[src/rtl/countdown_pkg.sv]
// -----------------------------------------------------------------------------
// countdown_pkg
// Shared types and constants for the countdown_decrementor block.
//   state_e       : controller state (IDLE waits for a load, COUNT decrements)
//   DEFAULT_WIDTH : default counter / load-value width in bits
// -----------------------------------------------------------------------------
package countdown_pkg;

    typedef enum logic {
        IDLE  = 1'b0,
        COUNT = 1'b1
    } state_e;

    localparam int DEFAULT_WIDTH = 4;

endpackage : countdown_pkg

[src/rtl/decrementor.sv]
// -----------------------------------------------------------------------------
// decrementor
// Purely combinational WIDTH-bit decrementor: {borrow, out} = {1'b0, in} - 1.
// The borrow bit plays the same role as the incrementor's overflow bit: it is
// set exactly when the input is all zeros and the result wraps to all ones.
// Ports:
//   in     : operand
//   out    : in - 1, modulo 2^WIDTH
//   borrow : 1 when in == 0
// -----------------------------------------------------------------------------
module decrementor #(
    parameter int WIDTH = countdown_pkg::DEFAULT_WIDTH
) (
    input  logic [WIDTH-1:0] in,
    output logic [WIDTH-1:0] out,
    output logic             borrow
);

    logic [WIDTH:0] diff;

    assign diff   = {1'b0, in} - {{WIDTH{1'b0}}, 1'b1};
    assign out    = diff[WIDTH-1:0];
    assign borrow = diff[WIDTH];

endmodule : decrementor

[src/rtl/countdown_decrementor.sv]
// -----------------------------------------------------------------------------
// countdown_decrementor
// Loadable, enable-gated down-counter used as a timeout / tick counter.
//
// Load handshake (valid/ready): a load transfers on a rising clk edge where
// load_valid and load_ready are both high. load_ready is high only in IDLE and
// does not depend on load_valid. A requester that sees load_ready low must keep
// load_valid (and load_value) stable until the transfer happens.
//
// Ports:
//   clk, rst_n  : clock (rising edge) and asynchronous active-low reset
//   load_valid  : load request
//   load_ready  : block can accept a load (IDLE)
//   load_value  : start value, captured on the load handshake
//   en          : decrement enable, only looked at in COUNT
//   abort       : synchronous cancel back to IDLE with out cleared
//   out         : current count (registered)
//   zero        : out == 0
//   borrow      : one-cycle pulse after an enabled decrement at out == 0
//   busy        : high in COUNT (also serves as the state debug view)
//
// Per-cycle priority: abort > load handshake > decrement.
// -----------------------------------------------------------------------------
module countdown_decrementor
    import countdown_pkg::*;
#(
    parameter int WIDTH       = DEFAULT_WIDTH,
    parameter bit AUTO_RELOAD = 1'b0
) (
    input  logic             clk,
    input  logic             rst_n,
    input  logic             load_valid,
    output logic             load_ready,
    input  logic [WIDTH-1:0] load_value,
    input  logic             en,
    input  logic             abort,
    output logic [WIDTH-1:0] out,
    output logic             zero,
    output logic             borrow,
    output logic             busy
);

    state_e           state_q, state_d;
    logic [WIDTH-1:0] out_q, out_d;
    logic [WIDTH-1:0] reload_q, reload_d;
    logic             borrow_q, borrow_d;

    logic [WIDTH-1:0] dec_out;
    logic             dec_borrow;

    decrementor #(
        .WIDTH (WIDTH)
    ) u_dec (
        .in     (out_q),
        .out    (dec_out),
        .borrow (dec_borrow)
    );

    always_ff @(posedge clk or negedge rst_n) begin
        if (!rst_n) begin
            state_q  <= IDLE;
            out_q    <= '0;
            reload_q <= '0;
            borrow_q <= 1'b0;
        end else begin
            state_q  <= state_d;
            out_q    <= out_d;
            reload_q <= reload_d;
            borrow_q <= borrow_d;
        end
    end

    always_comb begin
        state_d  = state_q;
        out_d    = out_q;
        reload_d = reload_q;
        borrow_d = 1'b0;

        if (abort) begin
            // Cancel wins over a pending load and over an expiry this cycle.
            state_d = IDLE;
            out_d   = '0;
        end else begin
            unique case (state_q)
                IDLE: begin
                    if (load_valid) begin
                        out_d    = load_value;
                        reload_d = load_value;
                        state_d  = COUNT;
                    end
                end
                COUNT: begin
                    if (en) begin
                        if (dec_borrow) begin
                            // Expiry: the wrapped all-ones value is never stored.
                            borrow_d = 1'b1;
                            if (AUTO_RELOAD) begin
                                out_d = reload_q;
                            end else begin
                                state_d = IDLE;
                            end
                        end else begin
                            out_d = dec_out;
                        end
                    end
                end
                default: begin
                    state_d = IDLE;
                end
            endcase
        end
    end

    assign out        = out_q;
    assign zero       = (out_q == '0);
    assign borrow     = borrow_q;
    assign busy       = (state_q == COUNT);
    assign load_ready = (state_q == IDLE);

endmodule : countdown_decrementor
[config.mk]
export PLATFORM = sky130hd
export DESIGN_NAME = countdown_decrementor
export DESIGN_NICKNAME = d
export VERILOG_FILES = /design/src/rtl/countdown_pkg.sv /design/src/rtl/decrementor.sv /design/src/rtl/countdown_decrementor.sv
export SDC_FILE = /design/constraint.sdc
export NUM_CORES = 1
export LEC_CHECK = 0
export BUFFER_PORTS_ARGS = -buffer_cell sky130_fd_sc_hd__buf_2
export CORE_MARGIN = 2
export CORE_UTILIZATION = 25
export DETAILED_ROUTE_END_ITERATION = 8
export GPL_TIMING_DRIVEN = 0
export SYNTH_ARGS = -nofsm -noshare
export SYNTH_HDL_FRONTEND = slang
export SYNTH_SLANG_ARGS = --single-unit
[constraint.sdc]
create_clock -name clk -period 3.3 [get_ports clk]
set_input_delay 0.165 -clock clk [delete_from_list [all_inputs] [get_ports clk]]
set_output_delay 0.165 -clock clk [all_outputs]
set_load 0.01 [all_outputs]
==> report_table.html <==
<table>
<tr><th>Metric</th><th>Value</th></tr>
<tr><th colspan="2">Power</th></tr>
<tr><td>Maximum vdd ir drop</td><td>0.2508 mV</td></tr>
<tr><td>Pwr dens</td><td>456.0 nW/um^2</td></tr>
<tr><td>Leakage power summed over all cells</td><td>0.2551 nW</td></tr>
<tr><th colspan="2">Setup path</th></tr>
<tr><td>Cell breakdown of the critical path</td><td>inv_1, ha_1, a31oi_4, mux2i_1, nor2_1</td></tr>
<tr><td>Data arrival time at the worst-slack endpoint</td><td>1.51 ns</td></tr>
<tr><td>Slowest cell on the critical path</td><td>dfrtp_1</td></tr>
<tr><td>Category of the worst setup path capture point</td><td>register</td></tr>
<tr><td>Required time of the critical path</td><td>3.43 ns</td></tr>
<tr><td>Maximum fanout along the worst path</td><td>6</td></tr>
<tr><td>Reg2reg start</td><td>out[0]$_DFFE_PN0P_</td></tr>
<tr><td>Worst Setup Start Kind</td><td>register</td></tr>
<tr><td>CP Class</td><td>reg2reg</td></tr>
<tr><td>Logic depth of the worst setup path including buffers</td><td>5</td></tr>
<tr><td>Peak per-stage delay on the critical path</td><td>0.42 ns</td></tr>
<tr><td>Depth of the most critical reg-to-reg path</td><td>5</td></tr>
<tr><td>Crit path launch</td><td>out[0]$_DFFE_PN0P_</td></tr>
<tr><td>WP buf/inv</td><td>1</td></tr>
<tr><td>Kind of cell adding the most delay to the critical path</td><td>flip-flops</td></tr>
<tr><th colspan="2">Synth</th></tr>
<tr><td>Post-synthesis instance area</td><td>384.1 um^2</td></tr>
<tr><td>Cell type with the largest total area after synthesis</td><td>dfrtp_1</td></tr>
<tr><td>Mapped Cells</td><td>41</td></tr>
<tr><td>Yosys warning count</td><td>0</td></tr>
<tr><td>Syn avg cell area</td><td>9.369 um^2</td></tr>
<tr><td>Synthesized Nets</td><td>52</td></tr>
<tr><td>Number of different library cells in the post-synthesis netlist</td><td>19</td></tr>
<tr><td>Largest cells by area after synthesis</td><td>dfrtp_1 39%, mux2i_1 7.8%, nor2_1 6.8%</td></tr>
<tr><td>Post-synthesis sequential area ratio</td><td>39.09%</td></tr>
<tr><td>Area share of the largest cell type after synthesis</td><td>39.09%</td></tr>
<tr><td>Register bit count reported by yosys</td><td>6</td></tr>
<tr><th colspan="2">Routing</th></tr>
<tr><td>Vias after detailed routing</td><td>359</td></tr>
<tr><td>Ratio of routed vias to standard cells</td><td>4.662</td></tr>
<tr><td>1st-iter DRT viols</td><td>4</td></tr>
<tr><td>Routed Wire Length</td><td>773 um</td></tr>
<tr><td>Routed wirelength normalized by instance count</td><td>10.04 um</td></tr>
<tr><td>Number of detailed-routing iterations run before antenna repair</td><td>4</td></tr>
<tr><td>Post-route DRC violation count</td><td>0</td></tr>
<tr><td>Post-route ant nets</td><td>0</td></tr>
<tr><th colspan="2">Clock tree</th></tr>
<tr><td>Clock latency on the worst-skew pair</td><td>0.24 ns</td></tr>
<tr><td>Clock-pin slew reported for the worst setup and hold paths after clock tree synthesis</td><td>0.04 ns</td></tr>
<tr><td>Root Driver</td><td>clkbuf_4</td></tr>
<tr><td>Number of setup buffers added after CTS</td><td>0</td></tr>
<tr><td>Number of CTS-inserted buffers</td><td>3</td></tr>
<tr><td>Total number of clock tree sinks</td><td>6</td></tr>
<tr><td>Maximum buffer depth of the clock tree</td><td>2</td></tr>
<tr><td>H-tree Lvls</td><td>1</td></tr>
<tr><td>TritonCTS clock tree</td><td>built</td></tr>
<tr><th colspan="2">STA</th></tr>
<tr><td>Final setup skew</td><td>0.001595 ns</td></tr>
<tr><td>Actual transition at the worst max-transition pin</td><td>0.2867 ns</td></tr>
<tr><td>Hold slack</td><td>0.1660 ns</td></tr>
<tr><td>Final number of hold-violating endpoints</td><td>0</td></tr>
<tr><td>RSZ-0062 raised after global routing</td><td>no</td></tr>
<tr><td>Total Neg Setup Slack</td><td>0 ns</td></tr>
<tr><td>Max frequency</td><td>722.6 MHz</td></tr>
<tr><td>Max-Slew Margin vs Limit</td><td>80.51%</td></tr>
<tr><td>Final-report max-slew violation count</td><td>0</td></tr>
<tr><td>Final worst path period share</td><td>41.94%</td></tr>
<tr><td>Count of final setup violators</td><td>0</td></tr>
<tr><td>Final critical-path required period</td><td>1.384 ns</td></tr>
<tr><th colspan="2">Place</th></tr>
<tr><td>Port Buf Inserts</td><td>16</td></tr>
<tr><td>DPL Wire Length</td><td>628.9 um</td></tr>
<tr><td>Placed inst area</td><td>484.2 um^2</td></tr>
<tr><td>Final estimated routing congestion in global placement</td><td>0.7580</td></tr>
<tr><th colspan="2">GRT</th></tr>
<tr><td>Pin count of the biggest net entering global routing</td><td>11</td></tr>
<tr><td>Total gr overflow</td><td>0</td></tr>
<tr><td>Global-route usage over all layers</td><td>10.03%</td></tr>
<tr><td>First-pass GRT wire length</td><td>1.352 mm</td></tr>
<tr><td>Vias in the first global route</td><td>324</td></tr>
<tr><td>Number of antenna violations at the first check in global routing</td><td>0</td></tr>
<tr><th colspan="2">Floorplanning</th></tr>
<tr><td>Total Die Area</td><td>1866 um^2</td></tr>
<tr><td>Overall die width</td><td>43.20 um</td></tr>
<tr><td>Number of primary I/O pins</td><td>17</td></tr>
<tr><td>Rows</td><td>14</td></tr>
<tr><td>Placeable core region</td><td>1471 um^2</td></tr>
<tr><td>Chip Height</td><td>43.20 um</td></tr>
<tr><td>Starting density of the core</td><td>26.11%</td></tr>
<tr><th colspan="2">Job</th></tr>
<tr><td>Total of max-cap violations</td><td>0</td></tr>
<tr><th colspan="2">Cells and area</th></tr>
<tr><td>Area grow syn2layout</td><td>34.53%</td></tr>
<tr><td>Leading cell types in the layout, fill and taps excluded</td><td>16 x buf_2, 7 x nor2_1, 6 x dfrtp_1</td></tr>
<tr><td>Number of inserted filler cells in the final layout</td><td>170</td></tr>
<tr><td>Fin area</td><td>516.7 um^2</td></tr>
<tr><td>Most common library cell in the layout ignoring fill and taps</td><td>buf_2</td></tr>
<tr><td>Post-layout nets</td><td>74</td></tr>
<tr><td>Count of antenna diodes in the layout</td><td>0</td></tr>
<tr><td>Fraction of layout cells with a size suffix above 1</td><td>40.98%</td></tr>
<tr><th colspan="2">Worst hold path</th></tr>
<tr><td>Launch point of the worst hold path</td><td>abort</td></tr>
<tr><td>Hold/Removal Path Class</td><td>in2reg</td></tr>
<tr><td>WHS Path Cells</td><td>2</td></tr>
<tr><th colspan="2">Status</th></tr>
<tr><td>Run status</td><td>finished, final reports clean</td></tr>
</table>
==> path summary, 6_finish.rpt <==
check | to | slack (ns)
min | out[2]$_DFFE_PN0P_ | 0.17
min in group asynchronous | busy$_DFF_PN0_ | 0.28
min reg2reg | out[1]$_DFFE_PN0P_ | 0.61
max reg2reg | out[1]$_DFFE_PN0P_ | 1.92
max in group asynchronous | out[1]$_DFFE_PN0P_ | 2.87
max | out[1]$_DFFE_PN0P_ | 1.92
==> power breakdown <==
group          switching [W]  internal (W)
registers         0.00000825     0.0000810
logic              0.0000433     0.0000380
clock network      0.0000241     0.0000410
==> logic make-up (layout without fill, tap and decap cells) <==
| logic type | count (synthesis) | in the layout | share of synthesized area (%) |
|---|---|---|---|
| AOI/OAI and AO/OA | 8 | 8 | 15.64 |
| DFF | 6 | 6 | 39.09 |
| adders and majority gates | 2 | 2 | 6.514 |
| buffers and inverters | 4 | 24 | 5.863 |
| and+or+nand+nor | 16 | 16 | 18.57 |
| muxes | 5 | 5 | 14.33 |
==> metal layers <==
layer	up-vias	global-route usage [%]	part of all wire [%]
met2	12	13.13	45
met5	-	0	0
met3	0	8.085	8.7
met4	0	1.818	0
met1	163	12.83	47
li1	184	-	-
==> synth_stat cells <==
master     count
a31oi_4        1
dfrtp_1        6
ha_1           2
mux2i_2        1
o2bb2ai_1      1
nor2_2         1
mux2i_1        3
nor2_1         7
and2_1         1
inv_2          1
nor4_1         1
nand2_1        3
a21oi_1        4
buf_6          1
o21ai_0        2
nor3_1         2
inv_1          2
nand3_1        1
mux2_2         1
==> sequential cells by signal, summed over array words and instances, names as in the netlist <==
| signal | count |
|---|---|
| busy | 1 |
| out | 4 |
| borrow | 1 |
==> metrics by stage <==
step	cells	setup slack [ns]	utilization, %	total power, W
after floorplan	41	1.988	-	0.0001450
after global placement	73	1.930	32.91	0.0001707
after detailed placement	73	1.924	32.91	0.0001716
after CTS	77	1.910	35.12	0.0002414
after global routing	77	1.795	35.12	0.0002576
final	77	1.916	35.12	0.0002357
==> worst reg2reg max path: stages, from the launching register on <==
cell and delay, ns:
dfrtp_1 0.42, inv_1 0.08, ha_1 0.27, a31oi_4 0.23
mux2i_1 0.22, nor2_1 0.05
==> area by class of cell <==
class                   count  area (um^2)  share of cell area [%]
plain buffers               1        11.26                   2.179
clock buffers               3        22.52                   4.358
inverters                   3        11.26                   2.179
multi-input cells          31        211.5                   40.92
flip-flops and latches      6        150.1                   29.06
well taps                  16        20.02                   3.874
repair buffers             17        90.09                   17.43
==> timing repair <==
action | CTS | global route
hold buffers | 1 | 0
resized for setup | 0 | 0
hold endpoints to repair | 6 | 0
Power figures use the tool's default switching activity.
